File: src/rtl/mips_decode_exec_unit.sv
// MIPS decode-and-execute slice: main control decode, ALU control decode and
// 32-bit ALU, with the EX/MEM pipeline register on the outputs.
module mips_decode_exec_unit (
  input  logic        clk,
  input  logic        rst_n,
  input  logic [5:0]  opcode,
  input  logic [15:0] imm,
  input  logic [4:0]  rt,
  input  logic [4:0]  rd,
  input  logic [31:0] rs_data,
  input  logic [31:0] rt_data,
  input  logic        flush,
  output logic        regdst,
  output logic        alusrc,
  output logic [1:0]  aluop,
  output logic [3:0]  aluctl,
  output logic [31:0] alu_result_q,
  output logic        zero_q,
  output logic [4:0]  wrreg_q,
  output logic [31:0] store_data_q,
  output logic        regwrite_q,
  output logic        memtoreg_q,
  output logic        memread_q,
  output logic        memwrite_q,
  output logic        branch_q
);

  typedef enum logic [5:0] {
    OP_RTYPE = 6'b000000,
    OP_LW    = 6'b100011,
    OP_SW    = 6'b101011,
    OP_BEQ   = 6'b000100,
    OP_ADDI  = 6'b001000
  } opcode_e;

  typedef enum logic [5:0] {
    FN_ADD = 6'b100000,
    FN_SUB = 6'b100010,
    FN_AND = 6'b100100,
    FN_OR  = 6'b100101,
    FN_SLT = 6'b101010,
    FN_NOR = 6'b100111
  } funct_e;

  typedef enum logic [3:0] {
    ALU_AND  = 4'b0000,
    ALU_OR   = 4'b0001,
    ALU_ADD  = 4'b0010,
    ALU_SUB  = 4'b0110,
    ALU_SLT  = 4'b0111,
    ALU_NOR  = 4'b1100,
    ALU_NONE = 4'b1111
  } alu_ctl_e;

  logic        memtoreg, regwrite, memread, memwrite, branch;
  logic [31:0] seimm, b_op, alu_result;
  logic [4:0]  wrreg;

  logic [31:0] alu_result_d, store_data_d;
  logic        zero_d, regwrite_d, memtoreg_d, memread_d, memwrite_d, branch_d;
  logic [4:0]  wrreg_d;

  always_comb begin
    regdst   = 1'b0;
    alusrc   = 1'b0;
    memtoreg = 1'b0;
    regwrite = 1'b0;
    memread  = 1'b0;
    memwrite = 1'b0;
    branch   = 1'b0;
    aluop    = 2'b00;
    case (opcode)
      OP_RTYPE: begin regdst = 1'b1; regwrite = 1'b1; aluop = 2'b10; end
      OP_LW:    begin alusrc = 1'b1; memtoreg = 1'b1; regwrite = 1'b1; memread = 1'b1; end
      OP_SW:    begin alusrc = 1'b1; memwrite = 1'b1; end
      OP_BEQ:   begin branch = 1'b1; aluop = 2'b01; end
      OP_ADDI:  begin alusrc = 1'b1; regwrite = 1'b1; end
      default:  ;
    endcase
  end

  always_comb begin
    aluctl = ALU_NONE;
    case (aluop)
      2'b00: aluctl = ALU_ADD;
      2'b01: aluctl = ALU_SUB;
      2'b10: begin
        case (imm[5:0])
          FN_ADD:  aluctl = ALU_ADD;
          FN_SUB:  aluctl = ALU_SUB;
          FN_AND:  aluctl = ALU_AND;
          FN_OR:   aluctl = ALU_OR;
          FN_SLT:  aluctl = ALU_SLT;
          FN_NOR:  aluctl = ALU_NOR;
          default: aluctl = ALU_NONE;
        endcase
      end
      default: aluctl = ALU_NONE;
    endcase
  end

  assign seimm = {{16{imm[15]}}, imm};
  assign b_op  = alusrc ? seimm : rt_data;
  assign wrreg = regdst ? rd : rt;

  always_comb begin
    alu_result = '0;
    case (aluctl)
      ALU_AND: alu_result = rs_data & b_op;
      ALU_OR:  alu_result = rs_data | b_op;
      ALU_ADD: alu_result = rs_data + b_op;
      ALU_SUB: alu_result = rs_data - b_op;
      ALU_SLT: alu_result = {31'b0, $signed(rs_data) < $signed(b_op)};
      ALU_NOR: alu_result = ~(rs_data | b_op);
      default: alu_result = '0;
    endcase
  end

  // A flush inserts a bubble: every field, not just the control bits, goes to 0.
  always_comb begin
    alu_result_d = alu_result;
    zero_d       = (alu_result == '0);
    wrreg_d      = wrreg;
    store_data_d = rt_data;
    regwrite_d   = regwrite;
    memtoreg_d   = memtoreg;
    memread_d    = memread;
    memwrite_d   = memwrite;
    branch_d     = branch;
    if (flush) begin
      alu_result_d = '0;
      zero_d       = 1'b0;
      wrreg_d      = '0;
      store_data_d = '0;
      regwrite_d   = 1'b0;
      memtoreg_d   = 1'b0;
      memread_d    = 1'b0;
      memwrite_d   = 1'b0;
      branch_d     = 1'b0;
    end
  end

  always_ff @(posedge clk or negedge rst_n) begin
    if (!rst_n) begin
      alu_result_q <= '0;
      zero_q       <= 1'b0;
      wrreg_q      <= '0;
      store_data_q <= '0;
      regwrite_q   <= 1'b0;
      memtoreg_q   <= 1'b0;
      memread_q    <= 1'b0;
      memwrite_q   <= 1'b0;
      branch_q     <= 1'b0;
    end else begin
      alu_result_q <= alu_result_d;
      zero_q       <= zero_d;
      wrreg_q      <= wrreg_d;
      store_data_q <= store_data_d;
      regwrite_q   <= regwrite_d;
      memtoreg_q   <= memtoreg_d;
      memread_q    <= memread_d;
      memwrite_q   <= memwrite_d;
      branch_q     <= branch_d;
    end
  end

endmodule

File: config.mk
export PLATFORM = sky130hd
export DESIGN_NAME = mips_decode_exec_unit
export DESIGN_NICKNAME = d
export VERILOG_FILES = /design/src/rtl/mips_decode_exec_unit.sv
export SDC_FILE = /design/constraint.sdc
export NUM_CORES = 1
export LEC_CHECK = 0
export ABC_CLOCK_PERIOD_IN_PS = 4500
export BUFFER_PORTS_ARGS = -buffer_cell sky130_fd_sc_hd__buf_4
export CAP_MARGIN = 10
export CORE_UTILIZATION = 39
export CTS_CLUSTER_DIAMETER = 200
export DETAILED_ROUTE_END_ITERATION = 10
export PLACE_DENSITY = 0.67
export SETUP_SLACK_MARGIN = 0.3
export SYNTH_ARGS = -nofsm -noshare
export SYNTH_HDL_FRONTEND = slang
export SYNTH_SLANG_ARGS = --single-unit
File: constraint.sdc
create_clock -name clk -period 4.5 [get_ports clk]
set_clock_uncertainty 0.15 [all_clocks]
set_input_delay 0.45 -clock clk [delete_from_list [all_inputs] [get_ports clk]]
set_output_delay 0.45 -clock clk [all_outputs]
set_load 0.1 [all_outputs]
==> run metrics, run 1 <==
outcome complete, but fails checks; failing checks setup timing; RSZ-0062 raised after global routing true; CP Class input port to flop; Async SR Flop Fraction 100.0%; Hold Path Class input port to flop; crit-path max cell delay 0.42 ns; DR DRC count 0; maximum root-to-sink buffer count 2; combinational family with the most area after synthesis simple AND/OR/NAND/NOR gates; layout cells sized above 1 42.31%; fin crit period 4.526 ns; CP endpoint kind flop; mux cell area share after synthesis 0.9293%; Yosys reg bits 74; FMAX 220.9 MHz; Synth area leader dfrtp_1; gr ovfl total 0; antenna violations before repair 1; Fill cells 1,892; Post-synth top cells nand2_1 (154), ha_1 (120), inv_1 (102); routed len/inst 19.01 um; GPL Wtd Cong 0.9834; vias in the first global route 10,100; Post-Synth XOR/XNOR Area 5.184%; Ys Warns 0; relative slew slack 48.67%; Final period util 100.6%; final hold slack 0.1709 ns; Syn Area/Cell 7.626 um^2; WL final 35,840 um; worst path required time 4.60 ns; placed insts 1,838; Worst-path clk slew 0.07 ns; hold path cells 2; Final WS setup -0.02618 ns; first-pass GRT wire length 53,900 um; 1st-pass router iterations 7; Inserted Diodes 0; Synth Area in Adders 17.89%; via count 10,280; Area contributors post-synth dfrtp_1 (21%), ha_1 (17%), nand2_1 (6.7%), a21oi_1 (4.6%), inv_1 (4.4%); setup TNS -0.02618 ns; Critical Path, Cell by Cell buf_8 > nor3_4 > nand2_1 > a211o_4 > buf_12 > buf_4 > nand2_1 > nand2_2 > inv_2 > ha_4 > nor2_1 > o311ai_4 > a21oi_4 > o21ai_0 > a21boi_1 > mux2i_1 > and3_1 > nand4_1 > a2111oi_4 > nand4_1 > nor4_2; final net count 1,822; Vias/cell 5.453; worst path arrival time 4.63 ns; Post-synth EDFFs 0; Final setup violation count 1; I/O pins 182; Slew @ Worst Pin 0.7699 ns; Synth top area share 21.49%; Hold Fails Final Rpt 0; MaxCap Viol Count 0; VDD IR max 201.2 uV; crit path launch type input port; initial DRC count 801; power density cells 262.5 nW/um^2; most common cell in the netlist nand2_1; Mapped Area 8617 um^2; number of I/O port buffers 181; Die Y 150.6 um; Cell variety after synth 79; leakage 6.898 nW; largest net degree at the start of global routing 73; Final ANT Viol Nets 0; root buffer cell clkbuf_16; complex-gate fraction of the synthesized area 22.78%; Hold Path Origin rt_data[12]; Slew Limit Fails 0; TritonCTS clock tree done; area grow syn2layout 62.45%; dpl hpwl 27,620 um; # clock sinks 74; top_reg_cell synth dfrtp_1; Num CTS Buffers 9; Chip Width 150.6 um; syn nets 1,351; Post-Syn Instances 1,130; H-tree depth 3; Worst Hold Path EP store_data_q[12]; gr usage total 31.13%; Max FO, Critical Path 8; Post-Synth Simple-Gate Area 24.26%; Finished Core Util 64.34%; Cell Rows 54; non-filler cells, final 1,885; Die Area 22,690 um^2; register area share after synthesis 21.49%; core area 21,760 um^2; slowest cell on the critical path a211o_4; Starting Density 39.61%
layer usage:
layer	vias to the layer above	global-route usage, %	routed length, um
li1	4885	-	-
met1	4842	40.97	15300
met3	94	5.242	3067
met4	0	11.55	1191
met5	-	0	0
met2	458	50.81	16290
where the power goes:
group / leakage [nW] / total (mW) / switching [mW] / internal (mW)
Combinational: 5.82 / 2.24 / 1.33 / 0.910
Sequential: 0.959 / 0.740 / 0.0158 / 0.724
Clock: 0.120 / 0.692 / 0.320 / 0.371
worst max path at each step:
stage,endpoint,from,cells after the start,slack (ns)
after floorplan,zero_q,opcode[0],20,0.24
after global placement,zero_q,opcode[0],23,-0.58
after detailed placement,zero_q,opcode[0],23,-0.66
after CTS,zero_q,opcode[1],21,0.07
after global routing,zero_q,opcode[1],24,-0.25
final,zero_q,opcode[1],21,-0.03
critical path: cells and delay by family:
family	cells	cell delay, ns
AO/OA/AOI/OAI	6	1.75
AND/OR/NAND/NOR	9	1.48
buffers and inverters	4	0.48
adder cells (fa/ha/maj)	1	0.23
multiplexers	1	0.22
final cells by class:
cell class	count	area, um^2	share of cell area [%]
inverter	105	416.7	2.976
clock buffer	9	225.2	1.609
clock inverter	6	43.79	0.3128
sequential	74	1852	13.23
multi-input combinational	893	7078	50.56
timing repair buffer	517	4024	28.75
tap	280	350.3	2.503
timing repair inverter	1	8.758	0.06257
through the flow:
stage	area [um^2]	power [mW]	worst slack [ns]
after floorplan	8847	1.909	0.2363
after global placement	12610	2.738	-0.5825
after CTS	13390	3.543	0.06943
final	14000	3.675	-0.02618
after global routing	14000	3.850	-0.2490
after detailed placement	12610	2.755	-0.6560
cell usage in the layout, fill, tap and decap left out, types with 8 or more instances in the layout:
master,count
xor2_1,9
nor3_1,14
inv_1,93
o21ai_0,32
a211o_1,8
a21oi_2,12
inv_2,8
a211oi_1,9
ha_4,16
a22oi_1,10
nor4_1,11
nor2b_1,45
mux2i_1,8
ha_1,102
buf_4,496
a31oi_1,9
nor2_1,89
o211ai_1,10
clkbuf_16,9
nand2b_1,8
a21oi_1,63
buf_6,12
nand2_4,10
a222oi_1,10
nand4_1,13
xnor2_1,41
nand2_1,136
or3_1,14
dfrtp_1,74
nand3_1,18
nand2_2,9
and3_1,12
kinds of logic after synthesis:
group / Yosys count
simple gates: 428
compound gates: 284
buf+inv: 163
xor+xnor: 51
mux: 8
flops: 74
fa+ha+maj: 122
flip-flops by register name (all words and copies together), names as in the netlist:
name / cells
branch_q: 1
memread_q: 1
alu_result_q: 32
memwrite_q: 1
zero_q: 1
wrreg_q: 5
store_data_q: 32
regwrite_q: 1
timing repair:
action                                  CTS  global route
endpoints found under the setup margin   14            15
gates resized for setup                  87            85
buffers inserted                          6            24
gates cloned                              1             0
pin swaps                                34            68
hold endpoints to repair                 25             0
hold buffers                              1             0
(Power assumes the default switching activity.)
==> run 2, diff against run 1 <==
--- a/config.mk
+++ b/config.mk
@@ -5,13 +5,13 @@
 export SDC_FILE = /design/constraint.sdc
 export NUM_CORES = 1
 export LEC_CHECK = 0
-export ABC_CLOCK_PERIOD_IN_PS = 4500
-export BUFFER_PORTS_ARGS = -buffer_cell sky130_fd_sc_hd__buf_4
+export ABC_CLOCK_PERIOD_IN_PS = 4170
 export CAP_MARGIN = 10
 export CORE_UTILIZATION = 39
 export CTS_CLUSTER_DIAMETER = 200
 export DETAILED_ROUTE_END_ITERATION = 10
-export PLACE_DENSITY = 0.67
+export DONT_BUFFER_PORTS = 1
+export PLACE_DENSITY = 0.6
 export SETUP_SLACK_MARGIN = 0.3
 export SYNTH_ARGS = -nofsm -noshare
 export SYNTH_HDL_FRONTEND = slang
==> constraint.sdc (replaced) <==
create_clock -name clk -period 4.17 [get_ports clk]
set_clock_uncertainty 0.15 [all_clocks]
set_input_delay 0.417 -clock clk [delete_from_list [all_inputs] [get_ports clk]]
set_output_delay 0.417 -clock clk [all_outputs]
set_load 0.1 [all_outputs]
==> run 2 against run 1 <==
The flow still finishes with violations (setup timing). Hold slack lost 0.13 ns. Die area is the same. Clock power grew 11%. Setup slack lost 0.18 ns. Critical path type unchanged.
==> run metrics, run 2 (synthesized netlist as in run 1, its figures left out) <==
Final setup violation count 2 (was 1); combinational power share 47.9% (was 61.0%); relative slew slack 31.86% (was 48.67%); RSZ-0062 raised after global routing true (unchanged); dpl hpwl 26,910 um (was 27,620 um); Finished Core Util 61.69% (was 64.34%); largest net degree at the start of global routing 75 (was 73); routed len/inst 21.23 um (was 19.01 um); failing checks setup timing (unchanged); DR DRC count 0 (unchanged); I/O pins 182 (unchanged); VDD IR max 217.0 uV (was 201.2 uV); sequential share of power 32.5% (was 20.1%); CP Class input port to flop (unchanged); setup TNS -0.2199 ns (was -0.02618 ns); gr ovfl total 0 (unchanged); vias in the first global route 9,371 (was 10,100); CP endpoint kind flop (unchanged); root buffer cell clkbuf_16 (unchanged); via count 9,948 (was 10,280); crit-path max cell delay 0.39 ns (was 0.42 ns); Vias/cell 5.764 (was 5.453); WL final 36,650 um (was 35,840 um); area grow syn2layout 55.76% (was 62.45%); Largest regs alu_result_q (32), store_data_q (32), wrreg_q (5) (unchanged); Final WS setup -0.2089 ns (was -0.02618 ns); pre-CTS setup slack -0.6833 ns (was -0.6560 ns); Final ANT Viol Nets 0 (unchanged); final net count 1,662 (was 1,822); number of I/O port buffers 0 (was 181); GPL Wtd Cong 0.9864 (was 0.9834); Num CTS Buffers 9 (unchanged); outcome complete, but fails checks (unchanged); worst path arrival time 4.49 ns (was 4.63 ns); Sw Share 46.20% (was 45.44%); Starting Density 39.61% (unchanged); MaxCap Viol Count 0 (unchanged); leakage 6.244 nW (was 6.898 nW); crit path launch type input port (unchanged); Critical Path, Cell by Cell nor3_4 > nand2_1 > a211o_4 > clkinv_8 > nand2_4 > nand2_4 > buf_6 > ha_4 > inv_2 > fa_2 > nor2b_4 > o211ai_1 > nand2_2 > a211oi_4 > a21oi_4 > xnor2_2 > a2111oi_4 > buf_4 > nand4_1 > a2111oi_4 > nand4_1 > nor4_2 (was buf_8 > nor3_4 > nand2_1 > a211o_4 > buf_12 > buf_4 > nand2_1 > nand2_2 > inv_2 > ha_4 > nor2_1 > o311ai_4 > a21oi_4 > o21ai_0 > a21boi_1 > mux2i_1 > and3_1 > nand4_1 > a2111oi_4 > nand4_1 > nor4_2); Die Area 22,690 um^2 (unchanged); Clk pwr share 19.5% (was 18.8%); TritonCTS clock tree done (unchanged); gr usage total 31.00% (was 31.13%); Cell Rows 54 (unchanged); Hold Fails Final Rpt 0 (unchanged); most common cell after layout, fill and taps aside buf_4 (unchanged); layout cells sized above 1 42.19% (was 42.31%); Hold Path Class input port to flop (unchanged); Die Y 150.6 um (unchanged); first-pass GRT wire length 53,070 um (was 53,900 um); CP top delay family compound AO/OA/AOI/OAI gates (unchanged); 1st-pass router iterations 6 (was 7); Slew @ Worst Pin 1.022 ns (was 0.7699 ns); WP buf/inv 4 (unchanged); antenna violations before repair 0 (was 1); Chip Width 150.6 um (unchanged); # clock sinks 74 (unchanged); Slew Limit Fails 0 (unchanged); most frequent cells in the layout buf_4 (321), nand2_1 (124), ha_1 (86) (was buf_4 (496), nand2_1 (136), ha_1 (102)); Post-DP Area 11,120 um^2 (was 12,610 um^2); fin crit period 4.379 ns; Int Pwr 2.123 mW (was 2.005 mW); final instance area 13,420 um^2 (was 14,000 um^2); slowest cell on the critical path a211o_4 (unchanged); worst path required time 4.28 ns (was 4.60 ns); Final period util 105.0%; power density cells 294.0 nW/um^2 (was 262.5 nW/um^2); H-tree depth 3 (unchanged); core area 21,760 um^2 (unchanged); FMAX 228.4 MHz; switching power 1.823 mW (was 1.670 mW); initial DRC count 896 (was 801); Inserted Diodes 0 (unchanged); maximum root-to-sink buffer count 2 (unchanged); Worst-path clk slew 0.07 ns (about the same); Max FO, Critical Path 6 (was 8)
-- run 2: changes by cell type in the layout (fill, tap and decap cells not counted), moves of 10 or more --
cell and change:
inv_2 +10, ha_1 -16, a21oi_1 -13, buf_6 +10
buf_4 -175, ha_4 +11, nand2_1 -12, a21oi_2 +10
inv_1 -11
-- run 2: layout make-up --
cell class	instances	area, um^2
timing repair inverter	1	16.27
sequential	74	1853
tap	280	350.3
timing repair buffer	357	2910
clock inverter	7	52.55
fill	1841	8334
clock buffer	9	225.2
multi-input combinational	893	7595
inverter	105	419.2
-- run 2: worst paths after layout --
kind	startpoint	to	slack (ns)	cells after the start
worst max-delay path	opcode[0]	zero_q	-0.21	22
worst min-delay path	opcode[3]	memwrite_q	0.04	2
max in group asynchronous	rst_n	memread_q	3.06	2
min in group asynchronous	rst_n	wrreg_q[0]	0.51	2
-- run 2: power by group through the flow --
stage          registers [mW]  clock network (mW)  logic, mW
6_report                 1.28               0.771       1.89
5_1_grt                  1.29               0.814       2.01
4_1_cts                  1.28               0.787       1.61
3_5_place_dp             1.30                   0       1.42
3_3_place_gp             1.30                   0       1.41
2_1_floorplan            1.29                   0      0.771
-- run 2: metal layers --
metal  share of wire [%]  track usage [%]
met5                   0                0
met4                 3.6            11.35
met2                  46            50.12
met3                 9.8            6.939
met1                  41            40.13
-- run 2: metrics by stage --
| step | instances | hold WS [ns] | total power, mW |
|---|---|---|---|
| 6_report | 1726 | 0.04236 | 3.946 |
| 5_1_grt | 1726 | 0.03792 | 4.110 |
| 2_1_floorplan | 1130 | -0.02859 | 2.061 |
| 3_3_place_gp | 1640 | -0.02716 | 2.710 |
| 3_5_place_dp | 1640 | -0.02732 | 2.717 |
| 4_1_cts | 1697 | 0.03749 | 3.683 |
-- run 2: what timing repair did --
| item | CTS | global route |
|---|---|---|
| pin swaps | 59 | 82 |
| endpoints found under the setup margin | 17 | 20 |
| hold buffers | 5 | 0 |
| resized for setup | 128 | 179 |
| hold endpoints to repair | 130 | 0 |
| setup buffers | 34 | 29 |
| cloned | 2 | 0 |
==> run 3, diff against run 2 <==
--- a/config.mk
+++ b/config.mk
@@ -5,7 +5,7 @@
 export SDC_FILE = /design/constraint.sdc
 export NUM_CORES = 1
 export LEC_CHECK = 0
-export ABC_CLOCK_PERIOD_IN_PS = 4170
+export ABC_CLOCK_PERIOD_IN_PS = 4460
 export CAP_MARGIN = 10
 export CORE_UTILIZATION = 39
 export CTS_CLUSTER_DIAMETER = 200
==> constraint.sdc (replaced) <==
create_clock -name clk -period 4.46 [get_ports clk]
set_clock_uncertainty 0.15 [all_clocks]
set_input_delay 0.446 -clock clk [delete_from_list [all_inputs] [get_ports clk]]
set_output_delay 0.446 -clock clk [all_outputs]
set_load 0.1 [all_outputs]
==> run 3 against run 2 <==
Core utilization down 3.9 points. Sequential share of layout area up 0.93 points. Non-clock buffer count down 36. Highest routed layer unchanged. Critical path depth up 1. Largest cell class unchanged. The flow now finishes without violations. Via count down 4.9%. Clock power down 6.4%.
==> run metrics, run 3 (synthesized netlist as in run 1, its figures left out) <==
Slew Limit Fails 0 (unchanged); worst path required time 4.55 ns (was 4.28 ns); first-pass GRT wire length 52,210 um (was 53,070 um); maximum root-to-sink buffer count 2 (unchanged); Cell Rows 54 (unchanged); final net count 1,626 (was 1,662); 1st-pass router iterations 8 (was 6); largest net degree at the start of global routing 75 (unchanged); Fill cells 1,990 (was 1,841); Starting Density 39.61% (unchanged); met2 global-route usage 48.48% (was 50.12%); Max FO, Critical Path 6 (unchanged); number of I/O port buffers 0 (unchanged); outcome complete, no violations (was complete, but fails checks); gr ovfl total 0 (unchanged); layout cells sized above 1 34.82% (was 42.19%); antenna violations before repair 1 (was 0); Inserted Diodes 0 (unchanged); met3 Use GR 7.121% (was 6.939%); vias in the first global route 9,228 (was 9,371); relative slew slack 31.69% (was 31.86%); flip-flop and latch area 1853 um^2 (unchanged); Hold Path Class input port to flop (unchanged); setup TNS 0 ns (was -0.2199 ns); Chip Width 150.6 um (unchanged); multi-input combinational cell area 7048 um^2 (was 7595 um^2); total power draw 3.514 mW (was 3.946 mW); most common cell after layout, fill and taps aside buf_4 (unchanged); Num CTS Buffers 9 (unchanged); DR DRC count 0 (unchanged); crit path launch type input port (unchanged); RSZ-0062 raised after global routing true (unchanged); Die Y 150.6 um (unchanged); gr usage total 30.55% (was 31.00%); H-tree depth 3 (unchanged); routed len/inst 20.49 um (was 21.23 um); dpl hpwl 26,430 um (was 26,910 um); Finished Core Util 57.80% (was 61.69%); Final period util 98.89%; # clock sinks 74 (unchanged); Slew @ Worst Pin 1.025 ns (was 1.022 ns); Hold Fails Final Rpt 0 (unchanged); Final setup violation count 0 (was 2); GRT busiest layer met2 (unchanged); Final ANT Viol Nets 0 (unchanged); MaxCap Viol Count 0 (unchanged); I/O pins 182 (unchanged); Largest regs alu_result_q (32), store_data_q (32), wrreg_q (5) (unchanged); FMAX 226.7 MHz; Worst-path clk slew 0.06 ns (was 0.07 ns); most frequent cells in the layout buf_4 (295), nand2_1 (130), ha_1 (103) (was buf_4 (321), nand2_1 (124), ha_1 (86)); TritonCTS clock tree done (unchanged); CP endpoint kind flop (unchanged); core area 21,760 um^2 (unchanged); area grow syn2layout 45.94% (was 55.76%); Die Area 22,690 um^2 (unchanged); root buffer cell clkbuf_16 (unchanged); fin crit period 4.410 ns; power density cells 279.4 nW/um^2 (was 294.0 nW/um^2); Vias/cell 5.601 (was 5.764); leakage 5.966 nW (was 6.244 nW); met1 Track Usage GR 40.25% (was 40.13%); VDD IR max 174.0 uV (was 217.0 uV); via count 9,465 (was 9,948); GPL Wtd Cong 1.018 (was 0.9864); initial DRC count 794 (was 896); worst path arrival time 4.50 ns (was 4.49 ns); WL final 34,630 um (was 36,650 um); CP Class input port to flop (unchanged)
-- run 3: cell types whose count changed in the layout (fill, tap and decap cells not counted), moves of 6 or more --
cell | before | now
a21oi_1 | 50 | 63
a21oi_2 | 22 | 13
buf_4 | 321 | 295
buf_6 | 22 | 10
ha_1 | 86 | 103
ha_4 | 27 | 15
inv_1 | 82 | 91
inv_2 | 18 | 9
nand2_1 | 124 | 130
nand2_4 | 16 | 9
nor2_1 | 80 | 89
nor2_2 | 11 | 3
o21ai_0 | 23 | 31
o31ai_4 | 6 | 0
-- run 3: critical path, stage by stage --
cell,delay [ns]
nor3_4,0.18
nand2_2,0.07
a211o_4,0.39
clkinv_8,0.11
buf_6,0.11
nand2_1,0.07
nand2_2,0.09
inv_2,0.06
ha_4,0.32
o211ai_1,0.13
buf_4,0.16
o211ai_1,0.25
a21oi_2,0.10
buf_4,0.17
a211oi_4,0.28
buf_6,0.15
nor2_2,0.04
xnor2_1,0.15
a221oi_2,0.28
nand4_1,0.19
a2111oi_4,0.30
nand4_1,0.17
nor4_2,0.31
-- run 3: what timing repair did --
item / in CTS / in global routing
hold buffers: 5 / 1
gates cloned: 3 / 0
resized for setup: 97 / 76
pin swaps: 42 / 59
setup buffers: 25 / 15
endpoints found under the setup margin: 8 / 13
hold endpoints to repair: 82 / 1
-- run 3: final timing paths --
path | slack, ns | startpoint | cells after the start | end
worst max-delay path | 0.05 | opcode[0] | 23 | zero_q
worst min-delay path | 0.02 | opcode[3] | 1 | memread_q
max in group asynchronous | 3.32 | rst_n | 2 | memread_q
min in group asynchronous | 0.55 | rst_n | 2 | alu_result_q[31]
-- run 3: metal layers --
metal	part of all wire (%)	up-vias
li1	-	4497
met1	43	4450
met2	44	449
met3	9.3	69
met4	3.3	0
met5	0	-
-- run 3: report_power, final --
part | switching, mW | internal, mW
logic | 0.799 | 0.794
registers | 0.478 | 0.721
clock network | 0.324 | 0.398
total | 1.60 | 1.91
-- run 3: layout make-up --
cell class	instances	share of cell area (%)
timing repair buffer	321	20.75
clock inverter	6	0.3781
tap	280	2.786
timing repair inverter	1	0.06964
clock buffer	10	1.900
sequential	74	14.73
multi-input combinational	893	56.04
inverter	105	3.333
-- run 3: metrics by stage --
stage	hold WS [ns]	area [um^2]	std cells	worst slack (ns)
after floorplan	0.0004089	8847	1130	0.2003
after global placement	0.001918	11000	1625	-0.4222
after detailed placement	0.003663	11000	1625	-0.5250
after CTS	0.0003844	12120	1674	0.1017
after global routing	0.008602	12580	1690	-0.1408
final	0.02164	12580	1690	0.04960
